`src/rtl/led_pkg.sv`:
```
`default_nettype none
// ============================================================================
//  Module   : led_pkg
//  Brief    : Shared widths, mode/state encodings and start patterns for the
//             LED sequencer.
//  Revision : 1.0 - initial release
// ============================================================================
package led_pkg;

    localparam int LED_W = 4;

    typedef enum logic [1:0] {
        MODE_SHL   = 2'd0,
        MODE_SHR   = 2'd1,
        MODE_PING  = 2'd2,
        MODE_BLINK = 2'd3
    } mode_e;

    typedef enum logic [0:0] {
        IDLE = 1'b0,
        RUN  = 1'b1
    } state_e;

    localparam logic [LED_W-1:0] START_SHL   = 4'b0001;
    localparam logic [LED_W-1:0] START_SHR   = 4'b1000;
    localparam logic [LED_W-1:0] START_PING  = 4'b0001;
    localparam logic [LED_W-1:0] START_BLINK = 4'b1111;

    function automatic logic [LED_W-1:0] start_pattern(input mode_e mode);
        logic [LED_W-1:0] pat;
        case (mode)
            MODE_SHL:   pat = START_SHL;
            MODE_SHR:   pat = START_SHR;
            MODE_PING:  pat = START_PING;
            MODE_BLINK: pat = START_BLINK;
            default:    pat = START_SHL;
        endcase
        return pat;
    endfunction

endpackage
`default_nettype wire

```
`src/rtl/led_tick_gen.sv`:
```
`default_nettype none
// ============================================================================
//  Module   : led_tick_gen
//  Brief    : Step prescaler; counts 0..CNT_MAX while enabled and flags the
//             terminal count. Held at zero while disabled.
//  Revision : 1.0 - initial release
// ============================================================================
module led_tick_gen #(
    parameter logic [24:0] CNT_MAX = 25'd24_999_999
) (
    input  logic sys_clk,
    input  logic sys_rst,
    input  logic en,
    output logic tick
);

    logic [24:0] r_cnt;

    always_ff @(posedge sys_clk) begin
        if (sys_rst || !en) begin
            r_cnt <= '0;
        end else if (r_cnt == CNT_MAX) begin
            r_cnt <= '0;
        end else begin
            r_cnt <= r_cnt + 25'd1;
        end
    end

    assign tick = en && (r_cnt == CNT_MAX);

endmodule
`default_nettype wire

```
`src/rtl/led_seq_ctrl.sv`:
```
`default_nettype none
// ============================================================================
//  Module   : led_seq_ctrl
//  Brief    : 4-LED mode scheduler; mode changes land only on step ticks.
//             Optional brightness PWM enabled by LED_SEQ_BRIGHT_PWM_EN.
//  Revision : 1.0 - initial release
// ============================================================================
module led_seq_ctrl
    import led_pkg::*;
#(
    parameter logic [24:0] CNT_MAX  = 25'd24_999_999,
    parameter logic [3:0]  PWM_DUTY = 4'd8
) (
    input  logic             sys_clk,
    input  logic             sys_rst,
    input  logic             run_en,
    input  logic             mode_req,
    input  logic [1:0]       mode_sel,
    output logic             mode_ack,
    output logic [1:0]       cur_mode,
    output logic             tick_out,
    output logic [LED_W-1:0] led_out
);

    state_e           r_state;
    mode_e            r_cur_mode;
    mode_e            r_pend_mode;
    logic             r_pending;
    logic             r_mode_ack;
    logic             r_dir_down;
    logic [LED_W-1:0] r_pattern;

    logic             w_tick;
    logic             w_req_valid;
    mode_e            w_req_mode;
    logic [LED_W-1:0] w_step_pattern;
    logic             w_step_dir_down;

    led_tick_gen #(
        .CNT_MAX (CNT_MAX)
    ) u_tick_gen (
        .sys_clk (sys_clk),
        .sys_rst (sys_rst),
        .en      (r_state == RUN),
        .tick    (w_tick)
    );

    // A request arriving in the same cycle as the tick is treated as pending.
    assign w_req_valid = mode_req | r_pending;
    assign w_req_mode  = mode_req ? mode_e'(mode_sel) : r_pend_mode;

    always_comb begin
        w_step_pattern  = r_pattern;
        w_step_dir_down = r_dir_down;
        case (r_cur_mode)
            MODE_SHL:   w_step_pattern = {r_pattern[LED_W-2:0], r_pattern[LED_W-1]};
            MODE_SHR:   w_step_pattern = {r_pattern[0], r_pattern[LED_W-1:1]};
            MODE_PING: begin
                if (!r_dir_down) begin
                    w_step_pattern  = r_pattern << 1;
                    w_step_dir_down = (w_step_pattern == 4'b1000);
                end else begin
                    w_step_pattern  = r_pattern >> 1;
                    w_step_dir_down = (w_step_pattern != 4'b0001);
                end
            end
            MODE_BLINK: w_step_pattern = ~r_pattern;
            default:    w_step_pattern = r_pattern;
        endcase
    end

    always_ff @(posedge sys_clk) begin
        if (sys_rst) begin
            r_state     <= IDLE;
            r_cur_mode  <= MODE_SHL;
            r_pend_mode <= MODE_SHL;
            r_pending   <= 1'b0;
            r_mode_ack  <= 1'b0;
            r_dir_down  <= 1'b0;
            r_pattern   <= '0;
        end else begin
            r_mode_ack <= 1'b0;
            if (mode_req) begin
                r_pending   <= 1'b1;
                r_pend_mode <= mode_e'(mode_sel);
            end
            case (r_state)
                IDLE: begin
                    r_pattern <= '0;
                    if (w_req_valid) begin
                        r_cur_mode <= w_req_mode;
                        r_pending  <= 1'b0;
                        r_mode_ack <= 1'b1;
                    end
                    if (run_en) begin
                        r_state    <= RUN;
                        r_dir_down <= 1'b0;
                        r_pattern  <= start_pattern(w_req_valid ? w_req_mode : r_cur_mode);
                    end
                end
                RUN: begin
                    if (!run_en) begin
                        r_state   <= IDLE;
                        r_pattern <= '0;
                    end else if (w_tick) begin
                        if (w_req_valid) begin
                            r_cur_mode <= w_req_mode;
                            r_pending  <= 1'b0;
                            r_mode_ack <= 1'b1;
                            r_dir_down <= 1'b0;
                            r_pattern  <= start_pattern(w_req_mode);
                        end else begin
                            r_pattern  <= w_step_pattern;
                            r_dir_down <= w_step_dir_down;
                        end
                    end
                end
                default: r_state <= IDLE;
            endcase
        end
    end

    assign mode_ack = r_mode_ack;
    assign cur_mode = r_cur_mode;
    assign tick_out = w_tick;

`ifdef LED_SEQ_BRIGHT_PWM_EN
    logic [3:0] r_pwm_cnt;
    logic       w_pwm_on;

    always_ff @(posedge sys_clk) begin
        if (sys_rst) begin
            r_pwm_cnt <= 4'd0;
        end else begin
            r_pwm_cnt <= r_pwm_cnt + 4'd1;
        end
    end

    assign w_pwm_on = (r_pwm_cnt < PWM_DUTY);
    assign led_out  = ~(r_pattern & {LED_W{w_pwm_on}});
`else
    logic w_unused_pwm_duty;
    assign w_unused_pwm_duty = ^PWM_DUTY;
    assign led_out           = ~r_pattern;
`endif

endmodule
`default_nettype wire

```
`config.mk`:
```
export PLATFORM = sky130hd
export DESIGN_NAME = led_seq_ctrl
export DESIGN_NICKNAME = d
export VERILOG_FILES = /design/src/rtl/led_pkg.sv /design/src/rtl/led_tick_gen.sv /design/src/rtl/led_seq_ctrl.sv
export SDC_FILE = /design/constraint.sdc
export NUM_CORES = 1
export LEC_CHECK = 0
export CORE_UTILIZATION = 36
export CTS_BUF_LIST = sky130_fd_sc_hd__clkbuf_8
export CTS_CLUSTER_DIAMETER = 40
export CTS_CLUSTER_SIZE = 24
export DETAILED_ROUTE_END_ITERATION = 10
export SLEW_MARGIN = 10
export SYNTH_ARGS = -nofsm -noshare
export SYNTH_HDL_FRONTEND = slang
export SYNTH_SLANG_ARGS = --single-unit
```
`constraint.sdc`:
```
create_clock -name sys_clk -period 4.75 [get_ports sys_clk]
set_clock_uncertainty 0.05 [all_clocks]
set_input_delay 0.475 -clock sys_clk [delete_from_list [all_inputs] [get_ports sys_clk]]
set_output_delay 0.475 -clock sys_clk [all_outputs]
set_load 0.01 [all_outputs]
```
==> impl_metrics.ini, run 1 <==
[worst_hold_path]
holdPathEnd = u_tick_gen.r_cnt[0]$_SDFF_PP0_
holdPathStages = 1
hp-start = u_tick_gen.r_cnt[0]$_SDFF_PP0_
hp-class = reg2reg

[timing]
worst_slew_pin_slew_ns = 1.04
fin_setup_tns_ns = 0
fin_crit_ns = 2.65
maxSlewViolCount = 0
final_hold_viol_count = 0
setup_viol = 0
rsz0062_at_grt = no
min_period_over_period_pct = 55.8
relSlewSlack_pct = 30.3
hold_ws_ns = 0.403
fmax_mhz = 377

[finish]
diodes = 0
final_common_cell = dfxtp_1
fin_area_sq_mm = 0.00230
post-route-util_pct = 41.8
syn2layout_area_growth_pct = 12.5
drive_gt1_share_pct = 17.7
final_cell_mix = dfxtp_1, nor2_4, nand2_1
num-nets-final = 238
fin_cells = 304

[die]
fp.dieH_um = 77.4
die_w_um = 77.4
die-area_sq_mm = 0.00599
initial_core_util_pct = 37.2
rows = 27
coreArea_sq_mm = 0.00551
ios = 14

[drt]
wl_mm = 3.78
vias = 1543
ant_nets = 0
drtIter0Drc = 84
via_per_inst = 5.08
post-route-drc-count = 0
routedWlPerCell_um = 12.4
first_pass_iters = 5

[grt]
antenna_found_initial = 0
grt_pass1_wl_mm = 6.73
grt_overflow_total = 0
grt_max_degree = 26
grt_pass1_vias = 1473
grt_usage_pct = 14.0

[logic_synthesis]
mappedNetlistArea_sq_mm = 0.00205
async_flop_share_pct = 0
ys_warn_count = 0
synth_top_family_by_area = simple AND/OR/NAND/NOR gates
synthCells = 220
synth_area_per_cell_sq_um = 9.30
synth_edf_count = 0
synth-adder-area-share_pct = 0.611
synthDistinctLibCells = 44
yosys_most_used_dff = dfxtp_1
synth_compound_area_share_pct = 9.66
synth.yosys.seq_area_share_pct = 36.2
synth.ff_latch_count = 37
synth_nets = 227
synth_xor_area_share_pct = 9.84
synthSimpleGateAreaFrac_pct = 33.3
muxShareOfSynthArea_pct = 4.77

[power]
p_int_mw = 0.510
power_density_mw_per_mm2 = 284
netSwitchingFraction_pct = 21.9
p_switching_mw = 0.143
p_leak_nw = 0.736
comb_power_share_pct = 8.3
seqPwrFrac_pct = 49.5
clkPwrFrac_pct = 42.2
peakVddDrop_mv = 0.165

[setup_path]
crit_path_end_kind = output port
critPathMaxFanout = 6
critical_path_class = reg2out
r2r_start = u_tick_gen.r_cnt[0]$_SDFF_PP0_
crit_chain = ha_1 > and2_1 > and4_4 > nand2_1 > nor2_1 > clkdlybuf4s50_1
r2r-end = u_tick_gen.r_cnt[24]$_SDFF_PP0_
reg2reg_depth = 6
worstSetupStartpointType = register
critPathRequiredTime_ns = 4.22
cp_slowest_cell = clkdlybuf4s50_1
critPathMaxStageDelay_ns = 0.54
rrSetupSlack_ns = 2.33
worstPathArrival_ns = 2.12

[clock_network]
clkSinkCount = 37
cts_tree = done
root_buffer = clkbuf_8
hold_buffers = 0
cts_setup_buffers = 0
cts-buffers-inserted = 5
cts_resized = 0
clockBufferDepth = 2
clk_pin_slew_ns = 0.07
cts_max_level = 2
clk_latency_ns = 0.28

[place]
gp_congestion = 0.823
dpl.hpwl_mm = 2.70
dp.cells = 296
dpl_cell_area_sq_mm = 0.00219
port_buffers = 13

[run]
drv_cap = 0

[run_status]
status = finished clean
[power by group through the flow]
| stage | Combinational, mW | Sequential, mW | Clock, mW |
|---|---|---|---|
| floorplan | 0.0402 | 0.328 | 0 |
| global placement | 0.0545 | 0.331 | 0 |
| detailed placement | 0.0537 | 0.331 | 0 |
| CTS | 0.0541 | 0.323 | 0.286 |
| global route | 0.0597 | 0.325 | 0.298 |
| finish | 0.0539 | 0.324 | 0.276 |
[critical path, delay by kind of cell (launching register included)]
family | cells | cell delay [ns]
and+or+nand+nor | 4 | 0.64
buffers and inverters | 1 | 0.54
DFF | 1 | 0.36
adders and majority gates | 1 | 0.30
[routing by layer]
layer | vias up | share of wire [%] | track usage, %
li1 | 799 | - | -
met1 | 710 | 48 | 17.7
met2 | 29 | 47 | 23.6
met3 | 5 | 4.2 | 2.94
met4 | 0 | 1.3 | 4.53
met5 | - | 0 | 0
[area by class of cell]
type                       instances  area (sq um)
clock buffer                       6          82.6
multi-input combinational        165          1190
inverter                           9          33.8
sequential                        37           741
timing repair buffer              13           130
clock inverter                     2          33.8
tap                               72          90.1
fill                             532          3200
[sequential cells by signal, indices dropped and copies added (netlist names)]
signal,cells
r_pattern,4
r_dir_down,1
r_pending,1
mode_ack,1
r_pend_mode,2
r_state,1
cur_mode,2
u_tick_gen.r_cnt,25
[per-stage QoR]
stage / power (mW) / setup slack, ns
2_1_floorplan: 0.368 / 2.89
3_3_place_gp: 0.386 / 2.31
3_5_place_dp: 0.384 / 2.28
4_1_cts: 0.663 / 2.07
5_1_grt: 0.682 / 1.99
6_report: 0.653 / 2.10
[synth_stat cells, drive strengths merged, types with 2 or more instances]
master | count | area (sq um)
dfxtp | 37 | 741
nor2 | 34 | 268
nand2 | 16 | 60.1
xor2 | 13 | 114
nand3 | 11 | 55.1
xnor2 | 10 | 87.6
inv | 9 | 33.8
nor3 | 8 | 40.0
and4 | 6 | 57.6
and2 | 5 | 33.8
and3 | 5 | 31.3
clkbuf | 5 | 18.8
nand4 | 5 | 31.3
nor4 | 5 | 31.3
a211oi | 4 | 30.0
a21oi | 4 | 20.0
buf | 4 | 62.6
mux2 | 4 | 45.0
nand2b | 4 | 25.0
o21ai | 4 | 20.0
mux2i | 3 | 30.0
nor2b | 3 | 18.8
a221oi | 2 | 17.5
a31o | 2 | 17.5
o211ai | 2 | 15.0
o311ai | 2 | 17.5
[worst max path at each step]
stage               depth (start not counted)                           start  slack [ns]                               to
detailed placement                          3                         sys_rst        2.28  u_tick_gen.r_cnt[24]$_SDFF_PP0_
global placement                            3                         sys_rst        2.31  u_tick_gen.r_cnt[10]$_SDFF_PP0_
CTS                                         6  u_tick_gen.r_cnt[0]$_SDFF_PP0_        2.07                         tick_out
floorplan                                   8  u_tick_gen.r_cnt[0]$_SDFF_PP0_        2.89  u_tick_gen.r_cnt[12]$_SDFF_PP0_
global route                                6  u_tick_gen.r_cnt[0]$_SDFF_PP0_        1.99                         tick_out
finish                                      6  u_tick_gen.r_cnt[0]$_SDFF_PP0_        2.10                         tick_out
[kinds of logic (layout without fill, tap and decap cells)]
logic type | after synthesis | in the layout
buffers and inverters | 18 | 30
XOR/XNOR | 23 | 23
multiplexers | 8 | 8
flip-flops | 37 | 37
adder cells (fa/ha/maj) | 1 | 1
AND/OR/NAND/NOR | 106 | 106
AO/OA/AOI/OAI | 27 | 27
Note: power is estimated with default switching activity, not from simulation.
==> run 2, diff against run 1 <==
==> constraint.sdc (replaced) <==
create_clock -name sys_clk -period 2.6 [get_ports sys_clk]
set_clock_uncertainty 0.05 [all_clocks]
set_input_delay 0.26 -clock sys_clk [delete_from_list [all_inputs] [get_ports sys_clk]]
set_output_delay 0.26 -clock sys_clk [all_outputs]
set_load 0.01 [all_outputs]
==> run 2 against run 1 <==
  * Cell count rose by 0.33%
  * Core utilization decreased by 0.27 points
  * Via count increased by 0.97%
  * Non-clock buffer count grew 2
  * Die area stayed put
  * Routed wire length grew 0.45%
  * Critical path type unchanged
  * Largest cell class unchanged
==> impl_metrics.ini, run 2 (synthesis gave the netlist of run 1 again) <==
[drt]
wl_mm = 3.80
first_pass_iters = 4
post-route-drc-count = 0
vias = 1558
ant_nets = 0
drtIter0Drc = 50
via_per_inst = 5.11
routedWlPerCell_um = 12.5

[setup_path]
crit_chain = ha_1 > and2_1 > and4_4 > nand2_1 > nor2_1 > clkdlybuf4s50_1
critPathRequiredTime_ns = 2.29
crit_path_end_kind = output port
reg2reg_depth = 7
worstSetupStartpointType = register
worstPathArrival_ns = 2.11
path_delay_family = simple AND/OR/NAND/NOR gates
r2r_start = u_tick_gen.r_cnt[0]$_SDFF_PP0_
rrSetupSlack_ns = 0.44
critPathMaxStageDelay_ns = 0.55
cp_num_buf_inv = 1
r2r-end = u_tick_gen.r_cnt[10]$_SDFF_PP0_
critical_path_class = reg2out
cp-startpoint = u_tick_gen.r_cnt[0]$_SDFF_PP0_
critPathMaxFanout = 6
cp_slowest_cell = clkdlybuf4s50_1

[die]
initial_core_util_pct = 37.2
die-area_sq_mm = 0.00599
fp.dieH_um = 77.4
rows = 27
die_w_um = 77.4
coreArea_sq_mm = 0.00551
ios = 14

[finish]
syn2layout_area_growth_pct = 11.8
num-nets-final = 240
largest_register_ffs = 25
reg_top3 = u_tick_gen.r_cnt x25, r_pattern x4
drive_gt1_share_pct = 18.0
fin_area_sq_mm = 0.00229
final_common_cell = dfxtp_1
largest_register = u_tick_gen.r_cnt
final_cell_mix = dfxtp_1, nor2_4, nand2_1
diodes = 0
fin_cells = 305

[grt]
grt_max_degree = 26
grt_overflow_total = 0
grt_usage_pct = 14.2
grt_pass1_vias = 1546
antenna_found_initial = 0
grt_pass1_wl_mm = 6.86

[worst_hold_path]
holdPathEnd = u_tick_gen.r_cnt[0]$_SDFF_PP0_
holdPathStages = 1
hp-class = reg2reg
hp-start = u_tick_gen.r_cnt[0]$_SDFF_PP0_

[clock_network]
clk_latency_ns = 0.28
root_buffer = clkbuf_8
cts_setup_buffers = 0
clk_pin_slew_ns = 0.07
cts_tree = done
cts_max_level = 2
clockBufferDepth = 2
hold_buffers = 0
cts_resized = 0
clkSinkCount = 37
cts-buffers-inserted = 5

[timing]
final_hold_viol_count = 0
rsz0062_at_grt = no
min_period_over_period_pct = 93.0
fmax_mhz = 413
fin_crit_ns = 2.42
worst_slew_pin_slew_ns = 0.594
relSlewSlack_pct = 60.4
fin_setup_tns_ns = 0
hold_ws_ns = 0.402
setup_viol = 0
maxSlewViolCount = 0

[place]
dpl.hpwl_mm = 2.75
dp.cells = 298
dpl_cell_area_sq_mm = 0.00220
gp_congestion = 0.872
port_buffers = 13

[run_status]
status = finished clean

[power]
p_leak_nw = 0.731
power_density_mw_per_mm2 = 472
peakVddDrop_mv = 0.319
total_power_mw = 1.08

[run]
drv_cap = 0
## run 2: area by class of cell
class / instances / area [sq um]
fillers: 555 / 3220
inverters: 9 / 33.8
well taps: 72 / 90.1
clock buffers: 6 / 82.6
flip-flops and latches: 37 / 741
repair buffers: 15 / 145
clock inverters: 1 / 3.75
multi-input cells: 165 / 1190
## run 2: worst max path at each step
stage | endpoint | slack, ns | cells past startpoint
after floorplan | u_tick_gen.r_cnt[12]$_SDFF_PP0_ | 0.74 | 8
after global placement | u_tick_gen.r_cnt[10]$_SDFF_PP0_ | 0.46 | 7
after detailed placement | u_tick_gen.r_cnt[10]$_SDFF_PP0_ | 0.43 | 7
after CTS | tick_out | 0.16 | 6
after global routing | tick_out | 0.02 | 6
final | tick_out | 0.18 | 6
## run 2: per-stage QoR
step	setup WS, ns	util, %
2_1_floorplan	0.736	-
3_3_place_gp	0.462	40.0
3_5_place_dp	0.435	40.0
4_1_cts	0.162	41.6
5_1_grt	0.0220	41.6
6_report	0.181	41.6
## run 2: routing by layer
metal / share of wire [%] / vias up / track usage [%]
met4: 0.74 / 0 / 5.09
met2: 46 / 42 / 23.8
met5: 0 / - / 0
met3: 5.6 / 4 / 3.18
li1: - / 803 / -
met1: 47 / 709 / 17.9
## run 2: report_power, final
part	switching, mW	leakage, nW	internal (mW)
registers	0.0149	0.300	0.578
logic	0.0537	0.383	0.0472
clock network	0.181	0.0485	0.206
total	0.249	0.731	0.831
## run 2: worst reg2reg max path, stage by stage (launching register included)
cell and delay (ns):
dfxtp_1 0.33, ha_1 0.28, and2_1 0.20, and4_4 0.19, and2_4 0.15, or3_2 0.40, buf_4 0.31, nor2b_1 0.18
